--- src/rtl/game_pkg.sv ---
// Shared types and constants for the pong hit / speed path.
// Optional feature macro consumed by users of this package: HIT_DIR_GATE_EN.
package game_pkg;

    typedef enum logic {
        ARMED    = 1'b0,
        COOLDOWN = 1'b1
    } hit_state_t;

    localparam int SCREEN_W      = 640;
    localparam int SCREEN_H      = 480;
    localparam int COORD_W       = 10;

    localparam int HIT_RX_DEF    = 24;
    localparam int HIT_RY_DEF    = 24;
    localparam int COOLDOWN_DEF  = 8;
    localparam int MAX_SPEED_DEF = 64;

    // |a - b| through an 11-bit signed intermediate, so no wrap-around.
    function automatic logic [COORD_W-1:0] abs_diff(input logic [COORD_W-1:0] a,
                                                    input logic [COORD_W-1:0] b);
        logic signed [COORD_W:0] t;
        t = $signed({1'b0, a}) - $signed({1'b0, b});
        abs_diff = t[COORD_W] ? COORD_W'(-t) : t[COORD_W-1:0];
    endfunction

endpackage

--- src/rtl/speed_avg4.sv ---
// 4-tap moving average of per-frame displacement. Running sum avoids an
// adder tree; speed_valid rises once four samples are in the window.
module speed_avg4 import game_pkg::*; (
    input  logic               clk_25MHZ,
    input  logic               reset_n,
    input  logic               push,
    input  logic [COORD_W-1:0] d,
    output logic [COORD_W-1:0] avg,
    output logic               speed_valid
);

    logic [3:0][COORD_W-1:0] hist;
    logic [11:0]             sum;
    logic [2:0]              fill;

    // Shift in the new sample, retire the oldest from the running sum.
    always_ff @(posedge clk_25MHZ or negedge reset_n) begin
        if (!reset_n) begin
            hist <= '0;
            sum  <= '0;
            fill <= '0;
        end else if (push) begin
            hist <= {hist[2:0], d};
            sum  <= sum + {2'b00, d} - {2'b00, hist[3]};
            fill <= (fill == 3'd4) ? fill : fill + 3'd1;
        end
    end

    assign avg         = sum[11:2];
    assign speed_valid = (fill == 3'd4);

endmodule

--- src/rtl/hit_speed_estimator.sv ---
// Paddle hit detector and paddle speed estimator for the pong controller.
// Define HIT_DIR_GATE_EN to only accept hits on a ball moving left.
module hit_speed_estimator import game_pkg::*; #(
    parameter int HIT_RX          = HIT_RX_DEF,
    parameter int HIT_RY          = HIT_RY_DEF,
    parameter int COOLDOWN_FRAMES = COOLDOWN_DEF,
    parameter int MAX_SPEED       = MAX_SPEED_DEF
) (
    input  logic               clk_25MHZ,
    input  logic               reset_n,
    input  logic               obj_valid,
    input  logic               obj_found,
    input  logic [COORD_W-1:0] obj_x,
    input  logic [COORD_W-1:0] obj_y,
    input  logic [COORD_W-1:0] ball_x,
    input  logic [COORD_W-1:0] ball_y,
    input  logic               is_ball_moving_left,
    output logic               collision_detected,
    output logic [COORD_W-1:0] estimated_speed,
    output logic               speed_valid
);

    localparam int CW = (COOLDOWN_FRAMES < 2) ? 1 : $clog2(COOLDOWN_FRAMES + 1);
    localparam logic [COORD_W-1:0] RX   = COORD_W'(HIT_RX);
    localparam logic [COORD_W-1:0] RY   = COORD_W'(HIT_RY);
    localparam logic [COORD_W-1:0] MAXS = COORD_W'(MAX_SPEED);
    localparam logic [COORD_W-1:0] ONE  = COORD_W'(1);

    logic [COORD_W-1:0] pos_x, pos_y;
    logic               pos_ok, prev_ok;
    logic [COORD_W:0]   d_sum;
    logic [COORD_W-1:0] d_sat, d_q;
    logic               push_q;
    logic [COORD_W-1:0] avg, avg_clamped;
    logic               in_box, hit;

    hit_state_t         state, state_n;
    logic [CW-1:0]      cnt, cnt_n;
    logic               coll_n;
    logic [COORD_W-1:0] speed_n;

    // Manhattan displacement against the last found centroid, saturated.
    assign d_sum = {1'b0, abs_diff(obj_x, pos_x)} + {1'b0, abs_diff(obj_y, pos_y)};
    assign d_sat = d_sum[COORD_W] ? '1 : d_sum[COORD_W-1:0];

    // Latch centroid, track sample continuity, stage displacement for the averager.
    always_ff @(posedge clk_25MHZ or negedge reset_n) begin
        if (!reset_n) begin
            pos_x   <= '0;
            pos_y   <= '0;
            pos_ok  <= 1'b0;
            prev_ok <= 1'b0;
            push_q  <= 1'b0;
            d_q     <= '0;
        end else begin
            push_q <= obj_valid & obj_found & prev_ok;
            d_q    <= d_sat;
            if (obj_valid) begin
                if (obj_found) begin
                    pos_x   <= obj_x;
                    pos_y   <= obj_y;
                    pos_ok  <= 1'b1;
                    prev_ok <= 1'b1;
                end else begin
                    pos_ok  <= 1'b0;
                    prev_ok <= 1'b0;
                end
            end
        end
    end

    speed_avg4 u_avg (
        .clk_25MHZ   (clk_25MHZ),
        .reset_n     (reset_n),
        .push        (push_q),
        .d           (d_q),
        .avg         (avg),
        .speed_valid (speed_valid)
    );

    assign avg_clamped = (avg < ONE) ? ONE : (avg > MAXS) ? MAXS : avg;

    // Box test uses the registered centroid, so a same-cycle sample lands next cycle.
    assign in_box = pos_ok && (abs_diff(ball_x, pos_x) <= RX) && (abs_diff(ball_y, pos_y) <= RY);
`ifdef HIT_DIR_GATE_EN
    assign hit = in_box & is_ball_moving_left;
`else
    logic unused_dir;
    assign unused_dir = is_ball_moving_left;
    assign hit = in_box;
`endif

    // Next state: fire on hit, then ignore a fixed number of frames.
    always_comb begin
        state_n = state;
        cnt_n   = cnt;
        coll_n  = 1'b0;
        speed_n = estimated_speed;
        case (state)
            ARMED: begin
                if (hit) begin
                    coll_n  = 1'b1;
                    speed_n = speed_valid ? avg_clamped : ONE;
                    state_n = COOLDOWN;
                    cnt_n   = CW'(COOLDOWN_FRAMES);
                end
            end
            COOLDOWN: begin
                if (cnt == '0)     state_n = ARMED;
                else if (obj_valid) cnt_n  = cnt - 1'b1;
            end
            default: state_n = ARMED;
        endcase
    end

    // FSM and output registers.
    always_ff @(posedge clk_25MHZ or negedge reset_n) begin
        if (!reset_n) begin
            state              <= ARMED;
            cnt                <= '0;
            collision_detected <= 1'b0;
            estimated_speed    <= ONE;
        end else begin
            state              <= state_n;
            cnt                <= cnt_n;
            collision_detected <= coll_n;
            estimated_speed    <= speed_n;
        end
    end

endmodule

--- config.mk ---
export PLATFORM = sky130hd
export DESIGN_NAME = hit_speed_estimator
export DESIGN_NICKNAME = d
export VERILOG_FILES = /design/src/rtl/game_pkg.sv /design/src/rtl/speed_avg4.sv /design/src/rtl/hit_speed_estimator.sv
export SDC_FILE = /design/constraint.sdc
export NUM_CORES = 1
export LEC_CHECK = 0
export CORE_UTILIZATION = 30
export DETAILED_ROUTE_END_ITERATION = 16
export MAX_ROUTING_LAYER = met4
export REMOVE_ABC_BUFFERS = 1
export SYNTH_ARGS = -nofsm -noshare
export SYNTH_HDL_FRONTEND = slang
export SYNTH_SLANG_ARGS = --single-unit
--- constraint.sdc ---
create_clock -name clk_25MHZ -period 7 [get_ports clk_25MHZ]
set_input_delay 0.7 -clock clk_25MHZ [delete_from_list [all_inputs] [get_ports clk_25MHZ]]
set_output_delay 0.7 -clock clk_25MHZ [all_outputs]
set_load 0.005 [all_outputs]
## Yosys cells after proc, flatten, opt, wreduce, memory -nomap -nowiden

Cells that the tools add are included.

- $add $sub $neg: 13
- Magnitude comparators: 4
- Equal/unequal tests: 4
- Mux-type cells: 17
- Bitwise operators: 4
- Reduce and logical (&&, ||, !) cells: 7

Operator list:

| cell | number |
|---|---|
| 10-bit two-way mux | 8 |
| 10-bit by 10-bit subtractor with 11-bit output | 4 |
| 10-bit negator | 4 |
| 10-bit by 5-bit <= comparator with 1-bit output, second input constant | 2 |
| 12-bit by 10-bit adder with 12-bit output | 1 |
| 4-bit two-way mux | 3 |
| 12-bit by 10-bit subtractor with 12-bit output | 1 |
| 10-bit by 10-bit adder with 11-bit output | 1 |
| 10-bit by 7-bit > comparator with 1-bit output, second input constant | 1 |
| 10-bit by 1-bit less-than comparator with 1-bit output, second input constant | 1 |
| 4-bit case mux with 2 select lines | 1 |
| 2-bit inequality test, second input constant | 3 |
| 2-bit AND reduction | 3 |
| 4-bit logical NOT | 1 |
| 1-bit two-way mux | 4 |
| 4-bit by 1-bit subtractor with 4-bit output, second input constant | 1 |
| 3-bit by 1-bit adder with 3-bit output, second input constant | 1 |
| 3-bit == test, second input constant | 1 |
| 3-bit AND reduction | 1 |
| 1-bit bitwise AND | 2 |
| 1-bit logical AND | 2 |
| 1-bit NOT | 2 |
| 1-bit case mux with 2 select lines | 1 |

- Register bits after elaboration: 103
- Output and inout bits: 12

## Logic depth before layout (Yosys ltp)

Gate-level depths: netlist of run 1.

- Depth after elaboration: 8
- Depth in mapped cells: 22

## Modules after synthesis

From an unflattened synthesis of run 1, not the netlist that was laid out.

- Cells, all modules: 760
- Area, all modules: 7432.1 um^2

Modules (own cells, without submodules):

| module | times used | cells an instance | area each (um^2) | sequential area each (um^2) |
|---|---|---|---|---|
| hit_speed_estimator | 1 | 498 | 4414.2 | 1202.4 |
| speed_avg4 | 1 | 262 | 3017.9 | 1376.3 |

## Worst setup path before layout of run 1

OpenSTA, ideal clock, no wires.

- Path kind: input port to flip-flop
- Start point: input port obj_x[0]
- End point: register d_q[0]
- Library setup time: 0.141 ns
- Data arrival time: 4.415 ns
- Data required time: 6.859 ns
- Path slack: 2.444 ns
- Stages: 22
- Path buffers: 0
- Cell sequence: inv_1 ha_1 fa_1 nor2b_1 o21ai_1 a21oi_1 o21ai_0 a21oi_1 o21a_1 o21ai_0 nand2_1 a21oi_1 fa_1 a21o_1 a21oi_1 o21bai_1 a21oi_1 o21bai_1 a21oi_1 o21bai_1 a21oi_1 nand2b_1

- Cells in the longest elaborated chain, start to end: 5

RTL lines:

| what | RTL line | source |
|---|---|---|
| start: declaration | hit_speed_estimator.sv:13 | `input logic [COORD_W-1:0] obj_x,` |
| 10-bit by 10-bit subtractor with 11-bit output (*) | game_pkg.sv:23 | `t = $signed({1'b0, a}) - $signed({1'b0, b});` |
| 10-bit negator | game_pkg.sv:24 | `abs_diff = t[COORD_W] ? COORD_W'(-t) : t[COORD_W-1:0];` |
| 10-bit two-way mux (*) | game_pkg.sv:24 |  |
| 10-bit by 10-bit adder with 11-bit output (*) | hit_speed_estimator.sv:43 | `assign d_sum = {1'b0, abs_diff(obj_x, pos_x)} + {1'b0, abs_diff(obj_y, pos_y)};` |
| 10-bit two-way mux (*) | hit_speed_estimator.sv:44 | `assign d_sat = d_sum[COORD_W] ? '1 : d_sum[COORD_W-1:0];` |
| via d_sat[0] | hit_speed_estimator.sv:32 | `logic [COORD_W-1:0] d_sat, d_q;` |
| end signal: assignment | hit_speed_estimator.sv:57 | `d_q <= d_sat;` |
| end: declaration | hit_speed_estimator.sv:32 |  |

Mark *: on every way through the listed nets, which the timed path passes. The rest lies on a longest branch.
A chain may end at the register's enable or synchronous reset.

## Worst setup path in the final report of run 1

- Start point: input port obj_x[0]
- End point: register d_q[1]

Same word-level chain as after synthesis.

==> results of run 1 <==
[sequential cells by signal (all words and copies together), names as in the netlist]
| name | cells |
|---|---|
| estimated_speed | 10 |
| pos_y | 10 |
| state | 1 |
| cnt | 4 |
| pos_x | 10 |
| u_avg.hist | 40 |
| prev_ok | 1 |
| d_q | 10 |
| collision_detected | 1 |
| u_avg.fill | 3 |
| push_q | 1 |
| u_avg.sum | 12 |
[power by group through the flow]
stage | clock network [mW] | logic (mW) | registers [mW]
final | 0.509 | 2.05 | 0.943
after detailed placement | 0 | 2.07 | 0.954
after global routing | 0.554 | 2.35 | 0.975
after CTS | 0.534 | 2.07 | 0.943
after global placement | 0 | 2.01 | 0.946
after floorplan | 0 | 1.68 | 0.920
[layout make-up]
class                      instances  area (µm²)
clock buffer                       9         225
inverter                         110         413
tap                              324         405
fill                            2517       15800
clock inverter                     7        72.6
timing repair buffer              57         563
multi-input combinational        559        4440
sequential                       103        2580
[path summary, 6_finish.rpt]
kind / cells past startpoint / slack (ns) / endpoint
min in group clk_25MHZ: 1 / 0.49 / estimated_speed[7]$_DFFE_PN0P_
max: 23 / 1.69 / d_q[1]$_DFF_PN0_
max reg2reg: 21 / 2.13 / d_q[1]$_DFF_PN0_
max in group asynchronous: 2 / 5.41 / push_q$_DFF_PN0_
min reg2reg: 1 / 0.49 / estimated_speed[7]$_DFFE_PN0P_
min: 1 / 0.26 / estimated_speed[7]$_DFFE_PN0P_
[cell usage in the layout, fill, tap and decap left out, types with 5 or more instances in the layout]
cell,instances
a21o_1,12
a21oi_1,39
a31oi_1,7
and3_1,12
clkbuf_16,9
clkdlybuf4s50_1,54
dfrtp_1,101
fa_1,15
ha_1,69
inv_1,110
mux2_2,62
mux2i_1,10
nand2_1,56
nand2b_1,9
nand3_1,19
nand3b_1,6
nor2_1,28
nor2b_1,9
nor3_1,22
o211ai_1,5
o21a_1,7
o21ai_0,43
o21bai_1,5
xnor2_1,37
xor2_1,19
[stage by stage]
step	setup slack [ns]	utilization, %	instances
floorplan	2.44	-	772
global placement	1.46	34.4	1153
detailed placement	1.35	34.4	1153
CTS	1.71	35.6	1169
global route	1.25	35.6	1169
finish	1.69	35.6	1169
[kinds of logic after synthesis]
family | share of synthesized area (%)
AO/OA/AOI/OAI | 13.3
buffers and inverters | 6.45
adder cells (fa/ha/maj) | 15.5
XOR/XNOR | 6.53
flip-flops | 34.4
AND/OR/NAND/NOR | 13.3
multiplexers | 10.6
[critical path, stage by stage]
cell and delay (ns):
clkdlybuf4s50_1 0.45, inv_1 0.05, ha_1 0.23, fa_1 0.40
nor2b_1 0.12, o21ai_1 0.08, a21oi_1 0.17, o21ai_0 0.13
a21oi_1 0.24, o21a_1 0.17, o21ai_0 0.18, nand2_1 0.13
a21oi_1 0.12, fa_1 0.47, a21o_1 0.18, a21oi_1 0.22
o21bai_1 0.10, a21oi_1 0.24, o21bai_1 0.09, a21oi_1 0.24
o21bai_1 0.10, a21oi_1 0.55, nand2b_1 0.15
[per-layer routing]
metal  vias to the layer above  global-route usage, %  part of all wire, %
met4                         0                   3.81                  1.5
li1                       2810                      -                    -
met1                      2516                   15.3                   50
met3                        17                   2.23                  2.7
met5                         -                      -                    0
met2                        70                   19.8                   45
==> impl_metrics.yaml, run 1 <==
status:
  outcome: "finished, final reports clean"
grt:
  grt-ovfl-total: 0
  grt_max_degree: 74
  grt_pass1_wl_um: 24800
  grt_pass1_vias: 5392
  grt.total_usage_pct: 12.2
  antenna_found_initial: 0
power:
  combPwrFrac_pct: 58.5
  p_int_mw: 2.06
  power_switching_mw: 1.44
  sw_frac_of_total_pct: 41.2
  pwr_density_cell_nw_per_um2: 402
  p_leak_nw: 3.96
  p_clk_share_pct: 14.5
  ir_drop_mv: 0.181
  pwr-share-seq_pct: 27.0
  finalPower_mw: 3.50
setup_path:
  arrival_ns: 5.52
  cp.required_ns: 7.21
  worst_setup_path_end_kind: "register"
  reg2reg_from: "pos_x[0]$_DFFE_PN0P_"
  path_class: "primary input to register"
  crit_fanout: 10
  startpoint_type: "primary input"
  crit_start: "obj_x[0]"
logic_synthesis:
  netlist_area_um2: 7510
  ys_ff_latch: 103
  synth_warnings: 0
  syn_inst: 788
  synth_edf_count: 0
  synthTopCellsByCount: "inv_1 (110), dfrtp_1 (102), ha_1 (69)"
  synthArstFlopShare_pct: 100
  ys_top_cells_by_area: "dfrtp_1 (34%), ha_1 (12%), mux2_2 (9.3%), inv_1 (5.5%), xnor2_1 (4.3%)"
  synth-main-ff-cell: "dfrtp_1"
  avgSynthCellArea_um2: 9.53
  synth_top_area_share_pct: 34.0
  synth_most_common_cell: "inv_1"
  yosysTopAreaCell: "dfrtp_1"
  synth-seq-area-share_pct: 34.4
  synth_cell_types: 66
floorplanning:
  ios: 57
  coreArea_um2: 24500
  die_area_um2: 25700
  start_util_pct: 30.7
  fp-row-count: 57
  fp.dieW_um: 160
  die_h_um: 160
clock_network:
  hold_buffers: 0
  htree_levels: 3
  clock_sinks: 103
  clkLatencyLatePin_ns: 0.36
  cts_buffers: 9
  clkTransAtPathRegs_ns: 0.08
  cts_tree: "done"
  cts_root_buf: "clkbuf_16"
  clockBufferDepth: 2
  post_cts_buffers: 0
  post_cts_resized: 0
timing:
  rsz0062_at_grt: "no"
  fmax_ghz: 0.188
  layout_min_cycle_time_ns: 5.31
  finClkSkew_ns: 0.00807
  slew_violations: 0
  min_period_over_period_pct: 75.9
  hold_viol: 0
  maxSlewHeadroom_pct: 26.9
  tightest_slew_ns: 1.09
  setup_viol: 0
  fin_tns_setup_ns: 0
  fin_hold_ws_ns: 0.264
route:
  drt_pass1_iterations: 4
  dr_total_vias: 5413
  wl_um: 14300
  ant_nets: 0
  drt-wirelength-per-cell_um: 12.2
  drt_iter0_drc: 302
  drc_errors: 0
  avgViaCountPerCell: 4.63
flow_run:
  maxCapViolCount: 0
finish:
  drive_above_1_share_pct: 12.0
  layout.nets: 969
  syn2layout_area_growth_pct: 15.9
  fin_area_um2: 8700
  antenna_cells: 0
min_path:
  hp-class: "primary input to asynchronous set/reset pin"
place:
  dpl_cell_area_um2: 8400
  port_buffers: 55
  place_congestion: 0.836
  dp.final_hpwl_um: 11200
No activity file was read; power rests on OpenSTA's default activity.
==> inputs of run 2 (changes only) <==
- clock period: 7 -> 4.55 ns (I/O delays scaled with it)
==> impl_metrics.yaml, run 2 (same netlist as run 1, synthesis figures left out) <==
finish:
  syn2layout_area_growth_pct: 18.4
  top_register: "u_avg.hist"
  stdcell_count: 1192
  antenna_cells: 0
  top_regs: "u_avg.hist (40), u_avg.sum (12)"
  mostFrequentLayoutCells: "inv_1 (110), dfrtp_1 (101), ha_1 (69)"
  drive_above_1_share_pct: 15.3
  fin_area_um2: 8890
  fillers: 2474
  layout_commonest_cell: "inv_1"
  largest_reg_flops: 40
  fin_util_pct: 36.3
  layout.nets: 992
grt:
  antenna_found_initial: 0
  grt.total_usage_pct: 12.1
  grt_pass1_vias: 5420
  grt_max_degree: 74
  grt_pass1_wl_um: 24700
  grt-ovfl-total: 0
floorplanning:
  ios: 57
  fp-row-count: 57
  die_area_um2: 25700
  start_util_pct: 30.7
  fp.dieW_um: 160
  die_h_um: 160
  coreArea_um2: 24500
place:
  port_buffers: 55
  dpl_cell_area_um2: 8570
  place_ws_ns: -0.194
  dp.final_hpwl_um: 11400
  placed_cells: 1175
  place_congestion: 0.829
setup_path:
  reg2reg_from: "pos_x[0]$_DFFE_PN0P_"
  arrival_ns: 4.43
  startpoint_type: "primary input"
  worst_setup_path_end_kind: "register"
  regToRegSetupSlack_ns: 0.55
  cp_common_cell: "a21oi_2"
  cpPeakStageDelay_ns: 0.45
  r2r_cells: 22
  critPathSlowestCell: "clkdlybuf4s50_1"
  cp.required_ns: 4.79
  crit_fanout: 5
  r2r_end: "d_q[0]$_DFF_PN0_"
  path_class: "primary input to register"
  cp_cell_sequence: "clkdlybuf4s50_1 -> inv_1 -> ha_1 -> fa_1 -> nor2b_1 -> o21ai_1 -> a21oi_1 -> o21ai_1 -> a21oi_2 -> o21a_1 -> o21ai_0 -> nand2_1 -> a21oi_2 -> fa_1 -> a21o_1 -> a21oi_2 -> o21bai_1 -> a21oi_2 -> o21bai_1 -> a21oi_2 -> o21bai_1 -> a21oi_2 -> buf_4 -> nand2b_1"
min_path:
  hp-class: "primary input to asynchronous set/reset pin"
clock_network:
  cts_tree: "done"
  post_cts_buffers: 0
  clock_sinks: 103
  cts_buffers: 9
  clkTransAtPathRegs_ns: 0.07
  hold_buffers: 0
  clkLatencyLatePin_ns: 0.35
  htree_levels: 3
  post_cts_resized: 0
  cts_root_buf: "clkbuf_16"
  clockBufferDepth: 2
route:
  drt_pass1_iterations: 4
  drc_errors: 0
  drt_iter0_drc: 189
  ant_nets: 0
  avgViaCountPerCell: 4.64
  drt-wirelength-per-cell_um: 11.9
  dr_total_vias: 5527
  wl_met2_um: 6560
  wl_um: 14200
  wl_met3_um: 413
  dr.max_layer_used: "met4"
  wl_met1_um: 7090
timing:
  tightest_slew_ns: 1.06
  finClkSkew_ns: 0.00968
  fin_tns_setup_ns: 0
  layout_min_cycle_time_ns: 4.20
  min_period_over_period_pct: 92.2
  hold_viol: 0
  finalWorstSetupSlack_ns: 0.353
  setup_viol: 0
  slew_violations: 0
  maxSlewHeadroom_pct: 29.4
  rsz0062_at_grt: "no"
  fmax_ghz: 0.238
  fin_hold_ws_ns: 0.242
power:
  p_leak_nw: 4.07
  pwr_density_cell_nw_per_um2: 627
  finalPower_mw: 5.57
  ir_drop_mv: 0.260
flow_run:
  maxCapViolCount: 0
status:
  outcome: "finished, final reports clean"
## run 2: critical path: cells and delay by family
family | cells | cell delay, ns
compound gates | 15 | 1.97
fa+ha+maj | 3 | 1.05
buf+inv | 3 | 0.66
simple gates | 3 | 0.30
## run 2: how the worst max path moves through the flow
stage / startpoint / cells after the start / to
finish: obj_x[0] / 24 / d_q[0]$_DFF_PN0_
global route: obj_x[0] / 24 / d_q[8]$_DFF_PN0_
CTS: obj_y[0] / 24 / d_q[0]$_DFF_PN0_
detailed placement: obj_y[0] / 24 / d_q[0]$_DFF_PN0_
global placement: obj_y[0] / 24 / d_q[0]$_DFF_PN0_
floorplan: obj_x[0] / 22 / d_q[0]$_DFF_PN0_
## run 2: where the power goes
group          switching, mW  internal [mW]
combinational           1.70           1.68
sequential             0.191           1.26
clock                  0.358          0.378
## run 2: cell type report
class | count | area [µm²] | area share (%)
clock buffer | 9 | 225 | 2.53
clock inverter | 7 | 53.8 | 0.605
inverter | 110 | 413 | 4.64
multi-input combinational | 559 | 4480 | 50.4
sequential | 103 | 2580 | 29.0
tap | 324 | 405 | 4.56
timing repair buffer | 80 | 736 | 8.28
## run 2: metal layers
metal | up-vias | track usage, %
met4 | 0 | 2.42
met5 | - | -
met2 | 67 | 19.9
met1 | 2592 | 15.2
li1 | 2860 | -
met3 | 8 | 2.96
==> inputs of run 3 (changes only) <==
- GPL_ROUTABILITY_DRIVEN: default -> 0
==> results of run 3 <==
No change in the layout: final DEF, timing and power equal those of run 2.
